[src/rtl/mem_arb_pkg.sv]
// -----------------------------------------------------------------------------
// mem_arb_pkg
// Shared types and helpers for the cache-line memory port arbiter.
//   state_e     : arbiter FSM states (IDLE, BUSY_I, BUSY_D, DONE)
//   owner_e     : encoding of the current/last bus owner (I-cache or D-cache)
//   *_DEF       : default line geometry and address width
//   line_bytes  : bytes per cache line for a given word count
//   beat_width  : width of the beat counter for a given word count
// -----------------------------------------------------------------------------
package mem_arb_pkg;

  typedef enum logic [1:0] {
    IDLE   = 2'd0,
    BUSY_I = 2'd1,
    BUSY_D = 2'd2,
    DONE   = 2'd3
  } state_e;

  typedef enum logic {
    OWN_I = 1'b0,
    OWN_D = 1'b1
  } owner_e;

  localparam int LINE_WORDS_DEF = 4;
  localparam int ADDR_W_DEF     = 32;

  // Bytes covered by one cache line of 32-bit words.
  function automatic int line_bytes(input int words);
    return words * 4;
  endfunction

  // A single-word line still needs a 1-bit counter to keep the vector legal.
  function automatic int beat_width(input int words);
    return (words > 1) ? $clog2(words) : 1;
  endfunction

endpackage

[src/rtl/mem_port_arbiter_if.sv]
// -----------------------------------------------------------------------------
// mem_port_arbiter_if
// Bundles the I-cache refill port, the D-cache refill/writeback port, the grant
// indications and the word-wide main-memory port.
//   master : the arbiter's view (drives grants, strobes, done pulses and the
//            memory request side)
//   slave  : the environment's view (caches and memory)
// -----------------------------------------------------------------------------
interface mem_port_arbiter_if #(
  parameter int ADDR_W = 32
);

  // I-cache refill path
  logic              i_req;
  logic [ADDR_W-1:0] i_addr;
  logic [31:0]       i_rdata;
  logic              i_rvalid;
  logic              i_done;

  // D-cache refill / writeback path
  logic              d_req;
  logic              d_we;
  logic [ADDR_W-1:0] d_addr;
  logic [31:0]       d_wdata;
  logic              d_wready;
  logic [31:0]       d_rdata;
  logic              d_rvalid;
  logic              d_done;

  // Current owner
  logic              gnt_i;
  logic              gnt_d;

  // Main-memory port
  logic              mem_req;
  logic              mem_we;
  logic [ADDR_W-1:0] mem_addr;
  logic [31:0]       mem_wdata;
  logic [31:0]       mem_rdata;
  logic              mem_ready;

  modport master (
    input  i_req, i_addr,
    input  d_req, d_we, d_addr, d_wdata,
    input  mem_rdata, mem_ready,
    output i_rdata, i_rvalid, i_done,
    output d_wready, d_rdata, d_rvalid, d_done,
    output gnt_i, gnt_d,
    output mem_req, mem_we, mem_addr, mem_wdata
  );

  modport slave (
    output i_req, i_addr,
    output d_req, d_we, d_addr, d_wdata,
    output mem_rdata, mem_ready,
    input  i_rdata, i_rvalid, i_done,
    input  d_wready, d_rdata, d_rvalid, d_done,
    input  gnt_i, gnt_d,
    input  mem_req, mem_we, mem_addr, mem_wdata
  );

endinterface

[src/rtl/mem_arb_pick.sv]
// -----------------------------------------------------------------------------
// mem_arb_pick
// Combinational grant picker used by the arbiter while it is idle.
// Optional feature macro: ARB_ROUND_ROBIN_EN
//   defined   : on a simultaneous request the requester not served last wins
//   undefined : fixed priority, the D-cache always wins
// Ports:
//   i_ireq    in  I-cache request
//   i_dreq    in  D-cache request
//   i_last_d  in  last owner was the D-cache (round-robin build only)
//   o_valid   out at least one request present
//   o_owner   out selected requester
// -----------------------------------------------------------------------------
module mem_arb_pick
  import mem_arb_pkg::*;
(
  input  logic   i_ireq,
  input  logic   i_dreq,
`ifdef ARB_ROUND_ROBIN_EN
  input  logic   i_last_d,
`endif
  output logic   o_valid,
  output owner_e o_owner
);

  // Select the winner; a lone requester always wins.
  always_comb begin
    o_valid = i_ireq | i_dreq;
    o_owner = OWN_I;
    if (i_ireq && i_dreq) begin
`ifdef ARB_ROUND_ROBIN_EN
      o_owner = i_last_d ? OWN_I : OWN_D;
`else
      o_owner = OWN_D;
`endif
    end else if (i_dreq) begin
      o_owner = OWN_D;
    end else begin
      o_owner = OWN_I;
    end
  end

endmodule

[src/rtl/mem_port_arbiter.sv]
// -----------------------------------------------------------------------------
// mem_port_arbiter
// Sequences cache-line bursts from the I-cache refill path and the D-cache
// refill/writeback path onto one word-wide main-memory port. One requester is
// granted at a time; the burst steps the word address, counts LINE_WORDS beats
// and finishes with a one-cycle done pulse to the owner.
// Optional feature macro: ARB_ROUND_ROBIN_EN (round-robin on simultaneous
// requests; otherwise the D-cache has fixed priority).
// Ports:
//   clk  in  clock, all state changes on the rising edge
//   rst  in  asynchronous active-high reset
//   bus  mem_port_arbiter_if.master: cache ports, grants, memory port
// -----------------------------------------------------------------------------
module mem_port_arbiter
  import mem_arb_pkg::*;
#(
  parameter int LINE_WORDS = LINE_WORDS_DEF,
  parameter int ADDR_W     = ADDR_W_DEF
) (
  input logic                 clk,
  input logic                 rst,
  mem_port_arbiter_if.master  bus
);

  localparam int                LINE_BYTES = line_bytes(LINE_WORDS);
  localparam int                BEAT_W     = beat_width(LINE_WORDS);
  localparam logic [ADDR_W-1:0] OFF_MASK   = ADDR_W'(LINE_BYTES - 1);

  state_e            r_state;
  logic [BEAT_W-1:0] r_beat;
  logic [ADDR_W-1:0] r_base;
  logic [ADDR_W-1:0] r_mem_addr;
  logic              r_mem_req;
  logic              r_mem_we;
  logic              r_gnt_i;
  logic              r_gnt_d;
  logic              r_i_done;
  logic              r_d_done;
`ifdef ARB_ROUND_ROBIN_EN
  owner_e            r_last_owner;
`endif

  logic              w_pick_valid;
  owner_e            w_pick_owner;
  logic [ADDR_W-1:0] w_req_addr;
  logic [ADDR_W-1:0] w_req_base;
  logic [BEAT_W-1:0] w_next_beat;
  logic [ADDR_W-1:0] w_next_addr;
  logic              w_last_beat;

  mem_arb_pick u_pick (
    .i_ireq   (bus.i_req),
    .i_dreq   (bus.d_req),
`ifdef ARB_ROUND_ROBIN_EN
    .i_last_d (r_last_owner == OWN_D),
`endif
    .o_valid  (w_pick_valid),
    .o_owner  (w_pick_owner)
  );

  // Line base of the winning request and the address of the following beat.
  always_comb begin
    w_req_addr  = (w_pick_owner == OWN_D) ? bus.d_addr : bus.i_addr;
    w_req_base  = w_req_addr & ~OFF_MASK;
    w_next_beat = r_beat + BEAT_W'(1);
    w_last_beat = (r_beat == BEAT_W'(LINE_WORDS - 1));
    // The offset field is zero in the base, so the beat offset never carries.
    w_next_addr = r_base + ADDR_W'({w_next_beat, 2'b00});
  end

  // Arbiter FSM: grant, burst stepping, done pulse.
  always_ff @(posedge clk or posedge rst) begin
    if (rst) begin
      r_state    <= IDLE;
      r_beat     <= '0;
      r_base     <= '0;
      r_mem_addr <= '0;
      r_mem_req  <= 1'b0;
      r_mem_we   <= 1'b0;
      r_gnt_i    <= 1'b0;
      r_gnt_d    <= 1'b0;
      r_i_done   <= 1'b0;
      r_d_done   <= 1'b0;
`ifdef ARB_ROUND_ROBIN_EN
      r_last_owner <= OWN_D;
`endif
    end else begin
      case (r_state)
        IDLE: begin
          if (w_pick_valid) begin
            r_base     <= w_req_base;
            r_beat     <= '0;
            r_mem_addr <= w_req_base;
            r_mem_req  <= 1'b1;
            if (w_pick_owner == OWN_D) begin
              r_state  <= BUSY_D;
              r_gnt_d  <= 1'b1;
              r_gnt_i  <= 1'b0;
              r_mem_we <= bus.d_we;
            end else begin
              r_state  <= BUSY_I;
              r_gnt_i  <= 1'b1;
              r_gnt_d  <= 1'b0;
              r_mem_we <= 1'b0;
            end
`ifdef ARB_ROUND_ROBIN_EN
            r_last_owner <= w_pick_owner;
`endif
          end else begin
            r_state <= IDLE;
          end
        end

        BUSY_I, BUSY_D: begin
          // A low mem_ready leaves address, direction and beat untouched.
          if (bus.mem_ready) begin
            if (w_last_beat) begin
              r_beat     <= '0;
              r_mem_addr <= r_base;
              r_mem_req  <= 1'b0;
              r_mem_we   <= 1'b0;
              r_i_done   <= r_gnt_i;
              r_d_done   <= r_gnt_d;
              r_state    <= DONE;
            end else begin
              r_beat     <= w_next_beat;
              r_mem_addr <= w_next_addr;
            end
          end else begin
            r_state <= r_state;
          end
        end

        DONE: begin
          // Requester drops its request on this edge, so IDLE sees it low.
          r_i_done   <= 1'b0;
          r_d_done   <= 1'b0;
          r_gnt_i    <= 1'b0;
          r_gnt_d    <= 1'b0;
          r_mem_addr <= '0;
          r_state    <= IDLE;
        end

        default: begin
          r_state    <= IDLE;
          r_beat     <= '0;
          r_mem_addr <= '0;
          r_mem_req  <= 1'b0;
          r_mem_we   <= 1'b0;
          r_gnt_i    <= 1'b0;
          r_gnt_d    <= 1'b0;
          r_i_done   <= 1'b0;
          r_d_done   <= 1'b0;
        end
      endcase
    end
  end

  assign bus.gnt_i     = r_gnt_i;
  assign bus.gnt_d     = r_gnt_d;
  assign bus.mem_req   = r_mem_req;
  assign bus.mem_we    = r_mem_we;
  assign bus.mem_addr  = r_mem_addr;
  assign bus.i_done    = r_i_done;
  assign bus.d_done    = r_d_done;

  assign bus.mem_wdata = bus.d_wdata;
  assign bus.i_rdata   = bus.mem_rdata;
  assign bus.d_rdata   = bus.mem_rdata;

  // Strobes are qualified by mem_req: the grant is still held in DONE while
  // memory may keep mem_ready high, and that must not look like a beat.
  assign bus.i_rvalid  = bus.mem_ready & r_mem_req & r_gnt_i;
  assign bus.d_rvalid  = bus.mem_ready & r_mem_req & r_gnt_d & ~r_mem_we;
  assign bus.d_wready  = bus.mem_ready & r_mem_req & r_gnt_d &  r_mem_we;

endmodule

[src/flat_wrapper.sv]
// flat-port wrapper written by rule: the top's interface ports become plain ports
module mem_port_arbiter_flat import mem_arb_pkg::*;
#(
  parameter int LINE_WORDS = LINE_WORDS_DEF,
  parameter int ADDR_W     = ADDR_W_DEF
)
  (clk, rst, bus_i_req, bus_i_addr, bus_d_req, bus_d_we, bus_d_addr, bus_d_wdata, bus_mem_rdata, bus_mem_ready, bus_i_rdata, bus_i_rvalid, bus_i_done, bus_d_wready, bus_d_rdata, bus_d_rvalid, bus_d_done, bus_gnt_i, bus_gnt_d, bus_mem_req, bus_mem_we, bus_mem_addr, bus_mem_wdata);
  mem_port_arbiter_if #(.ADDR_W(ADDR_W)) bus_i ();
  input logic clk;
  input logic rst;
  input wire logic [$bits(bus_i.i_req)-1:0] bus_i_req;
  input wire logic [$bits(bus_i.i_addr)-1:0] bus_i_addr;
  input wire logic [$bits(bus_i.d_req)-1:0] bus_d_req;
  input wire logic [$bits(bus_i.d_we)-1:0] bus_d_we;
  input wire logic [$bits(bus_i.d_addr)-1:0] bus_d_addr;
  input wire logic [$bits(bus_i.d_wdata)-1:0] bus_d_wdata;
  input wire logic [$bits(bus_i.mem_rdata)-1:0] bus_mem_rdata;
  input wire logic [$bits(bus_i.mem_ready)-1:0] bus_mem_ready;
  output wire logic [$bits(bus_i.i_rdata)-1:0] bus_i_rdata;
  output wire logic [$bits(bus_i.i_rvalid)-1:0] bus_i_rvalid;
  output wire logic [$bits(bus_i.i_done)-1:0] bus_i_done;
  output wire logic [$bits(bus_i.d_wready)-1:0] bus_d_wready;
  output wire logic [$bits(bus_i.d_rdata)-1:0] bus_d_rdata;
  output wire logic [$bits(bus_i.d_rvalid)-1:0] bus_d_rvalid;
  output wire logic [$bits(bus_i.d_done)-1:0] bus_d_done;
  output wire logic [$bits(bus_i.gnt_i)-1:0] bus_gnt_i;
  output wire logic [$bits(bus_i.gnt_d)-1:0] bus_gnt_d;
  output wire logic [$bits(bus_i.mem_req)-1:0] bus_mem_req;
  output wire logic [$bits(bus_i.mem_we)-1:0] bus_mem_we;
  output wire logic [$bits(bus_i.mem_addr)-1:0] bus_mem_addr;
  output wire logic [$bits(bus_i.mem_wdata)-1:0] bus_mem_wdata;
  assign bus_i.i_req = bus_i_req;
  assign bus_i.i_addr = bus_i_addr;
  assign bus_i.d_req = bus_d_req;
  assign bus_i.d_we = bus_d_we;
  assign bus_i.d_addr = bus_d_addr;
  assign bus_i.d_wdata = bus_d_wdata;
  assign bus_i.mem_rdata = bus_mem_rdata;
  assign bus_i.mem_ready = bus_mem_ready;
  assign bus_i_rdata = bus_i.i_rdata;
  assign bus_i_rvalid = bus_i.i_rvalid;
  assign bus_i_done = bus_i.i_done;
  assign bus_d_wready = bus_i.d_wready;
  assign bus_d_rdata = bus_i.d_rdata;
  assign bus_d_rvalid = bus_i.d_rvalid;
  assign bus_d_done = bus_i.d_done;
  assign bus_gnt_i = bus_i.gnt_i;
  assign bus_gnt_d = bus_i.gnt_d;
  assign bus_mem_req = bus_i.mem_req;
  assign bus_mem_we = bus_i.mem_we;
  assign bus_mem_addr = bus_i.mem_addr;
  assign bus_mem_wdata = bus_i.mem_wdata;
  mem_port_arbiter #(.LINE_WORDS(LINE_WORDS), .ADDR_W(ADDR_W)) u_core (.clk(clk), .rst(rst), .bus(bus_i));
endmodule
[config.mk]
export PLATFORM = sky130hd
export DESIGN_NAME = mem_port_arbiter_flat
export DESIGN_NICKNAME = d
export VERILOG_FILES = /design/src/rtl/mem_arb_pkg.sv /design/src/rtl/mem_port_arbiter_if.sv /design/src/rtl/mem_arb_pick.sv /design/src/rtl/mem_port_arbiter.sv /design/src/flat_wrapper.sv
export SDC_FILE = /design/constraint.sdc
export NUM_CORES = 1
export LEC_CHECK = 0
export ABC_AREA = 0
export BUFFER_PORTS_ARGS = -buffer_cell sky130_fd_sc_hd__buf_2
export CORE_AREA = 2 2 106 108
export DETAILED_ROUTE_END_ITERATION = 12
export DIE_AREA = 0 0 108 110
export PLACE_DENSITY = 0.77
export SKIP_LAST_GASP = 1
export SYNTH_ARGS = -nofsm -noshare
export SYNTH_HDL_FRONTEND = slang
export SYNTH_SLANG_ARGS = --single-unit
[constraint.sdc]
create_clock -name clk -period 2.4 [get_ports clk]
set_input_delay 0.12 -clock clk [delete_from_list [all_inputs] [get_ports clk]]
set_output_delay 0.12 -clock clk [all_outputs]
set_load 0.1 [all_outputs]
Yosys cells after proc, flatten, opt, wreduce, memory -nomap -nowiden

Cells that the tools add are included.

Register bits: 70
Input bits: 134
Word-level logic and storage cells: 74
Output and inout bits: 137

Equal/unequal tests: 7
Bitwise logic cells: 7
Add/sub/neg operators: 2
Muxes and demuxes: 35
Reduce and logical (&&, ||, !) cells: 13

Operators by type and width:

| cell                                                                     | number |
|---|---|
| 32-bit 2-to-1 mux                                                        | 4 |
| 32-bit case mux with 3 select lines                                      | 1 |
| 32-bit by 4-bit adder with 32-bit output                                 | 1 |
| 1-bit 2-to-1 mux                                                         | 15 |
| 2-bit 2-to-1 mux                                                         | 7 |
| 1-bit case mux with 2 select lines                                       | 6 |
| 2-bit AND reduction                                                      | 4 |
| 2-bit == test (second input constant)                                    | 3 |
| 2-bit case mux with 3 select lines                                       | 1 |
| 3-bit AND reduction                                                      | 2 |
| 2-bit nonzero test                                                       | 3 |
| 1-bit bitwise AND                                                        | 5 |
| 2-bit inequality test (second input constant)                            | 2 |
| 2-bit case mux with 2 select lines                                       | 1 |
| 4-bit AND reduction                                                      | 1 |
| 2-bit by 1-bit adder with 2-bit output (second input constant)           | 1 |
| 2-bit by 1-bit == test with 1-bit output (second input constant)         | 1 |
| 2-bit zero test                                                          | 1 |
| 2-bit by 1-bit inequality test with 1-bit output (second input constant) | 1 |
| 2-bit OR reduction                                                       | 1 |
| 1-bit logical AND                                                        | 1 |
| 1-bit NOT                                                                | 1 |
| 1-bit OR                                                                 | 1 |

Depth between registers and ports, before layout

Gate-level depths: netlist of run 1.

Word-level depth: 5
Mapped depth: 8
Gate-level depth less buffers: 5

By module

Synthesis of run 1 repeated with hierarchy kept, for this count alone.

Cells, all modules: 381
Area, all modules: 4,164.0 sq um

By module, submodules not included:

| module           | area each (sq um) | seq. area each (sq um) | cells each | times used |
|---|---|---|---|---|
| mem_port_arbiter | 4,154.0           | 1,701.6                | 379        | 1 |
| mem_arb_pick     | 10.0              | 0.0                    | 2          | 1 |

Worst setup path before layout of run 1

OpenSTA, ideal clock, no wires.

Kind: register -> output
Start: register u_core.r_mem_req, in the netlist u_core.bus.mem_req
End: output bus_d_rvalid
Slack: -0.156 ns
Required time: 2.280 ns
Path buffers: 0
Cell stages (with the launch flop): 3
Arrival time: 2.436 ns
Cell sequence: dfrtp_1 > nand3_1 > nor2_1

Word-level cells in the longest chain between the ends: 3

RTL lines:

| what                            | line                    | source |
|---|---|---|
| from (decl)                     | mem_port_arbiter.sv:33  | `logic r_mem_req;` |
| from (signal assigned)          | mem_port_arbiter.sv:78  | `r_mem_req <= 1'b0;` |
| from (signal assigned)          | mem_port_arbiter.sv:94  | `r_mem_req <= 1'b1;` |
| from (signal assigned)          | mem_port_arbiter.sv:120 | `r_mem_req <= 1'b0;` |
| 1-bit bitwise AND (3 in series) | mem_port_arbiter.sv:174 | `assign bus.d_rvalid = bus.mem_ready & r_mem_req & r_gnt_d & ~r_mem_we;` |
| to (decl)                       | flat_wrapper.sv:24      | `output wire logic [$bits(bus_i.d_rvalid)-1:0] bus_d_rvalid;` |

No other way between the ends.

Worst setup path after layout of run 1

Start: register u_core.r_state[0]
End: register u_core.r_mem_addr[28], in the netlist u_core.bus.mem_addr[28]

Word-level cells in the longest chain between the ends: 4
Elaborated cells on any way between the ends: 9
Those cells by class: eq/ne: 5; mux: 1; reduce/logical: 3

RTL lines:

| what                                                                             | line                    | source |
|---|---|---|
| from (decl)                                                                      | mem_port_arbiter.sv:29  | `state_e r_state;` |
| from (signal assigned)                                                           | mem_port_arbiter.sv:130 | `r_state <= r_state;` |
| 2-bit by 1-bit == test with 1-bit output / 2-bit == test (equally long branches) | mem_port_arbiter.sv:88  | `case (r_state)` |
| 2-bit OR reduction                                                               | mem_port_arbiter.sv:88  |  |
| 2-bit inequality test (no source line)                                           | --                      |  |
| 2-bit AND reduction (no source line)                                             | --                      |  |
| to (signal assigned)                                                             | mem_port_arbiter.sv:93  | `r_mem_addr <= w_req_base;` |
| to (signal assigned)                                                             | mem_port_arbiter.sv:119 | `r_mem_addr <= r_base;` |
| to (signal assigned)                                                             | mem_port_arbiter.sv:127 | `r_mem_addr <= w_next_addr;` |
| to (decl)                                                                        | mem_port_arbiter.sv:32  | `logic [ADDR_W-1:0] r_mem_addr;` |

Several ways; a longest one is shown, not always the timed one.
A chain may end at the register's enable or synchronous reset.

==> run_results.csv, run 1 <==
group,metric,value,unit
yosys,synthArstFlopShare,100,%
pwr,seq_power_share,25.0,%
cells_and_area,final_nets,539,
critical_path,path_delay_family,"simple AND/OR/NAND/NOR gates",
sta,fmaxAchievable,495,MHz
die,die_x,108,um
yosys,post_synth_xor_area_fraction,0,%
outcome,outcome,"completed",
yosys,synth_simple_gate_area_share,7.00,%
pwr,vdd.ir_drop.worst,0.820,mV
yosys,synth-seq-area-share,38.9,%
critical_path,cp-end-kind,"flop",
placement,port_buffers,100,
grt,grt_pass1_vias,2738,
cts,htreeDepth,3,
yosys,yosys_most_used_dff,"dfrtp_1",
sta,period_share,84.3,%
critical_path,critPathMaxStageDelay,0.73,ns
sta,fin_tns_setup,0,ns
drt,wirelength,8680,um
cells_and_area,layout_common_cells,"100 x buf_2, 68 x dfrtp_1, 40 x nand2_1, 37 x mux2i_1, 33 x mux2_4",
min_path,hp-class,"in2reg",
yosys,synth.avg_cell_area,11.0,um^2
yosys,synth_compound_area_share,6.91,%
cells_and_area,layout_commonest_cell,"buf_2",
drt,drtPass1Iterations,5,
sta,rsz0062_at_grt,"no",
pwr,p_clk_share,14.3,%
sta,period_minus_slack,2.02,ns
pwr,power_frac_comb,60.6,%
yosys,ys_ff_latch,68,
sta,finalSetupViolCount,0,
drt,wl_per_cell,15.9,um
sta,drv_slew,0,
sta,relSlewSlack,41.5,%
drt,ant_nets,0,
cts,cts_made_buffers,9,
cells_and_area,area_delta_synth_final,2.54,%
die,start_util,40.9,%
grt,grt_pass1_wl,13600,um
yosys,synth_area,4380,um^2
critical_path,required,2.68,ns
critical_path,cp_max_fo,10,
cts,cts_buffer_depth,2,
pwr,switching_share,49.1,%
min_path,worstHoldStart,"bus_d_we",
critical_path,reg2reg_to,"u_core.bus.mem_addr[28]",
yosys,synth_fa_ha_area_share,1.43,%
yosys,synth_edf_count,0,
die,io_pins,271,
placement,gp_congestion,0.723,
cts,cts_tree,"yes",
critical_path,cp.arrival,2.30,ns
cells_and_area,final_area,4490,um^2
critical_path,path_cells,"inv_1 -> ha_1 -> nor2b_1 -> a22o_1 -> mux2_4",
cells_and_area,drive_gt1_share,44.7,%
pwr,total_leakage_power,2.32,nW
pwr,power_density,1750,nW/um^2
min_path,hold_path_end,"u_core.bus.mem_we",
grt,antenna_found_initial,0,
drt,vias,2690,
die,die_y,110,um
placement,dp_hpwl,6070,um
run,maxCapViolCount,0,
yosys,ys_types,35,
drt,routed_via_density,4.94,
placement,place_area,4250,um^2
yosys,synthMuxAreaShare,24.7,%
cells_and_area,num_antenna_cells,0,
sta,hold_viol_final,0,
sta,fin_hold_ws,0.0439,ns
cts,cts-resized-gates,0,
grt,gr-total-overflow,0,
die,core,10700,um^2
drt,drc,0,
yosys,synth_top_family_by_area,"multiplexers",
grt,grt_max_degree,36,
cts,ctsRootBufferMaster,"clkbuf_8",
sta,fin_worst_skew,0.00540,ns
grt,grt_usage,15.0,%
critical_path,worstSetupPathType,"reg2reg",
yosys,netlist_instances,398,
pwr,p_int,0.00401,W
critical_path,crit_slowest_cell,"nor2b_1",
drt,drt_iter0_drc,87,
min_path,min_delay_path_depth,3,
cts,path_clk_slew,0.08,ns
cts,cts_sinks,68,
critical_path,timing.rr.start,"u_core.r_state[0]",
pwr,power_switching,0.00386,W
sta,tightestPinTransition,0.876,ns
die,dieArea,11900,um^2
critical_path,rr_worst_depth,5,
critical_path,ff2ff_setup_slack,0.38,ns
critical_path,worst-path-buf-inv,1,
critical_path,start_kind,"flop",
yosys,yosysWarnings,0,
cts,clk_latency,0.34,ns
die,row_count,38,
critical_path,crit_cells,5,
==> timing repair <==
action	in CTS	in global routing
endpoints found under the hold margin	33	0
hold buffers	1	0
buffers inserted	0	0
==> Yosys cell counts, drive strengths merged (2+ instances only) <==
| master | instances | area (um^2) |
|---|---|---|
| a22o | 12 | 105 |
| a31oi | 2 | 12.5 |
| a32o | 2 | 20.0 |
| buf | 115 | 885 |
| clkbuf | 5 | 18.8 |
| dfrtp | 68 | 1700 |
| ha | 5 | 62.6 |
| inv | 5 | 18.8 |
| mux2 | 52 | 709 |
| mux2i | 37 | 370 |
| nand2 | 40 | 150 |
| nand2b | 4 | 25.0 |
| nand3 | 2 | 10.0 |
| nor2 | 9 | 41.3 |
| nor2b | 4 | 25.0 |
| o21ai | 22 | 110 |
==> state kept, by name (all words and copies together), names as in the netlist <==
| register | cells |
|---|---|
| u_core.bus.mem_req | 1 |
| u_core.bus.d_done | 1 |
| u_core.r_base | 28 |
| u_core.bus.gnt_i | 1 |
| u_core.bus.mem_addr | 30 |
| u_core.bus.mem_we | 1 |
| u_core.bus.i_done | 1 |
| u_core.bus.gnt_d | 1 |
| u_core.r_beat | 2 |
| u_core.r_state | 2 |
==> power by group through the flow <==
stage / logic, W / clock network, W / registers (W)
final: 0.00477 / 0.00113 / 0.00197
after global routing: 0.00510 / 0.00121 / 0.00204
after CTS: 0.00483 / 0.00116 / 0.00197
after detailed placement: 0.00482 / 0 / 0.00199
after global placement: 0.00472 / 0 / 0.00196
after floorplan: 0.00317 / 0 / 0.00360
==> cells by family after synthesis <==
kind of cell,Yosys count
buf+inv,125
mux,89
flops,68
simple gates,65
compound gates,45
fa+ha+maj,5
other cells,1
==> layout make-up <==
| class | instances | area, um^2 |
|---|---|---|
| fill | 1055 | 6210 |
| clock inverter | 5 | 100 |
| tap | 140 | 175 |
| clock buffer | 11 | 131 |
| sequential | 68 | 1700 |
| timing repair buffer | 110 | 591 |
| multi-input combinational | 206 | 1770 |
| inverter | 5 | 18.8 |
==> worst register-to-register path, cell delays in order, from the launching register on <==
cell and delay [ns]:
dfrtp_1 0.37, inv_1 0.07, ha_1 0.37, nor2b_1 0.73, a22o_1 0.27, mux2_4 0.15
==> metrics by stage <==
step,power (W),util [%],instances,setup WS (ns)
detailed placement,0.00681,39.7,528,0.338
finish,0.00787,42.0,545,0.378
floorplan,0.00677,-,399,-0.156
global route,0.00835,42.0,545,0.221
global placement,0.00668,39.7,528,0.371
CTS,0.00796,42.0,545,0.324
==> how the worst max path moves through the flow <==
stage	from	endpoint	slack (ns)
6_report	u_core.r_state[0]	u_core.bus.mem_addr[28]	0.38
5_1_grt	u_core.r_state[0]	u_core.bus.mem_addr[28]	0.22
4_1_cts	u_core.r_state[0]	u_core.bus.mem_addr[28]	0.32
3_5_place_dp	u_core.r_state[0]	u_core.bus.mem_addr[28]	0.34
3_3_place_gp	u_core.r_state[0]	u_core.bus.mem_addr[28]	0.37
2_1_floorplan	u_core.bus.mem_req	bus_d_rvalid	-0.16
==> per-layer routing <==
metal	up-vias	part of all wire [%]	track usage (%)
li1	1256	-	-
met1	1284	42	17.6
met2	123	49	25.5
met3	27	6.9	4.59
met4	0	1.8	6.68
met5	-	0	0
No activity file was read; power rests on OpenSTA's default activity.
==> run 2: changes to the inputs <==
- CORE_AREA: 2 2 106 108 -> unset
- CORE_MARGIN: unset -> 1
- CORE_UTILIZATION: unset -> 40
- DIE_AREA: 0 0 108 110 -> unset
- PLACE_DENSITY: 0.77 -> 0.78
- clock period: 2.4 -> 1.85 ns (I/O delays scaled with it)
==> run 2 against run 1 <==
  * Fmax grew 14%
  * Via count grew 0.74%
  * Register-to-register slack lost 0.31 ns
  * First-iteration DRC count shrank 14%
  * Core utilization grew 2.1 points
  * Critical path type unchanged
  * Critical endpoint is now u_core.bus.mem_addr[30]
  * Largest power group unchanged
  * Highest routed layer unchanged
==> run_results.csv, run 2 (synthesized netlist as in run 1, its figures left out) <==
group,metric,value,unit
cts,cts_tree,"yes",
grt,grt_max_degree,69,
critical_path,worstSetupPathType,"reg2reg",
grt,grt_pass1_vias,2758,
sta,hold_viol_final,0,
drt,vias,2710,
placement,dp_hpwl,6010,um
die,dieArea,11400,um^2
critical_path,required,2.07,ns
grt,gr-total-overflow,0,
placement,gp_congestion,0.748,
critical_path,rr_worst_depth,6,
drt,drtPass1Iterations,4,
cts,path_clk_slew,0.08,ns
cells_and_area,utilization,44.0,%
drt,ant_nets,0,
cells_and_area,area_delta_synth_final,5.23,%
min_path,hp-class,"in2reg",
die,die_x,107,um
critical_path,cp_max_fo,16,
die,core,10500,um^2
critical_path,cp.arrival,2.00,ns
placement,place_inst,526,
pwr,total_leakage_power,2.36,nW
drt,drt_iter0_drc,75,
cells_and_area,drive_gt1_share,46.6,%
outcome,outcome,"completed",
die,start_util,41.9,%
die,row_count,37,
cts,post_cts_buffers,0,
cts,ctsRootBufferMaster,"clkbuf_8",
sta,period_minus_slack,1.78,ns
cells_and_area,fin_cells,545,
cts,clk_latency,0.34,ns
sta,finalSetupViolCount,0,
cts,htreeDepth,3,
drt,wl_per_cell,15.7,um
cts,cts_made_buffers,9,
cells_and_area,final_nets,542,
cells_and_area,layout_common_cells,"100 x buf_2, 68 x dfrtp_1, 40 x nand2_1, 37 x mux2i_1, 33 x mux2_4",
critical_path,cp-end-kind,"flop",
critical_path,start_kind,"flop",
sta,drv_slew,0,
grt,antenna_found_initial,1,
sta,relSlewSlack,55.9,%
grt,grt_usage,15.2,%
cts,cts_sinks,68,
cells_and_area,largest_reg_flops,30,
sta,tightestPinTransition,0.659,ns
drt,routed_via_density,4.97,
pwr,power_density,2260,nW/um^2
sta,fin_worst_skew,0.0130,ns
cts,cts_buffer_depth,2,
min_path,min_delay_path_depth,3,
die,die_y,107,um
pwr,vdd.ir_drop.worst,1.05,mV
placement,port_buffers,100,
run,maxCapViolCount,0,
die,io_pins,271,
drt,drc,0,
grt,grt_pass1_wl,13500,um
sta,fmaxAchievable,562,MHz
sta,period_share,96.2,%
drt,wirelength,8550,um
cells_and_area,layout_commonest_cell,"buf_2",
sta,rsz0062_at_grt,"yes",
## run 2: cell types whose count changed in the layout (fill, tap and decap cells not counted), moves of 2 or more
cell      delta
nor2b_1      -2
clkinv_2     -2
buf_4        -2
nor2_1       -2
buf_12       +4
nor2_4       +2
nor2b_2      +2
## run 2: what timing repair did
action | CTS | global route
hold endpoints to repair | 69 | 0
gates resized for setup | 1 | 2
setup endpoints to repair | 10 | 30
hold buffers | 2 | 0
## run 2: path summary, 6_finish.rpt
check / slack (ns) / end / start
min: 0.07 / u_core.r_base[22] / bus_i_addr[22]
min reg2reg: 0.49 / u_core.r_base[11] / u_core.r_base[11]
max: 0.07 / u_core.bus.mem_addr[30] / u_core.r_state[0]
min in group asynchronous: 0.37 / u_core.bus.mem_addr[20] / rst
max reg2reg: 0.07 / u_core.bus.mem_addr[30] / u_core.r_state[0]
max in group asynchronous: 1.15 / u_core.bus.mem_addr[4] / rst
## run 2: final cells by class
class	count	area, um^2
antenna	1	2.50
clock buffer	11	141
clock inverter	5	108
fill	997	5850
inverter	5	18.8
multi-input combinational	206	1800
sequential	68	1700
tap	136	170
timing repair buffer	113	666
## run 2: per-layer routing
layer  vias up  track usage, %  wire [um]
met5         -               0          0
met4         0            6.07        159
met3        26            4.68        585
met2       112            25.2       4080
met1      1306            18.5       3730
li1       1266               -          -
## run 2: worst max-delay path, stage by stage (launching register included)
cell     delay (ns)
dfrtp_1        0.37
inv_1          0.07
ha_1           0.33
nor2b_2        0.20
nor2_4         0.15
buf_12         0.20
mux2_2         0.34
## run 2: metrics by stage
step           cell area, um^2  hold WS [ns]  setup TNS, ns  setup WS [ns]  power [W]
2_1_floorplan             4400         0.242         -0.163        -0.0813    0.00880
3_3_place_gp              4330         0.186         -0.448        -0.0512    0.00878
3_5_place_dp              4330         0.186         -0.623        -0.0761    0.00895
4_1_cts                   4600        0.0535              0        0.00414     0.0105
5_1_grt                   4610        0.0722       -0.00753       -0.00753     0.0110
6_report                  4610        0.0700              0         0.0708     0.0104
## run 2: power breakdown
group	total [W]	leakage [nW]	internal (W)	switching, W
sequential	0.00257	0.855	0.00218	0.000389
combinational	0.00635	1.39	0.00225	0.00410
clock	0.00152	0.124	0.000941	0.000580
total	0.0104	2.36	0.00537	0.00507
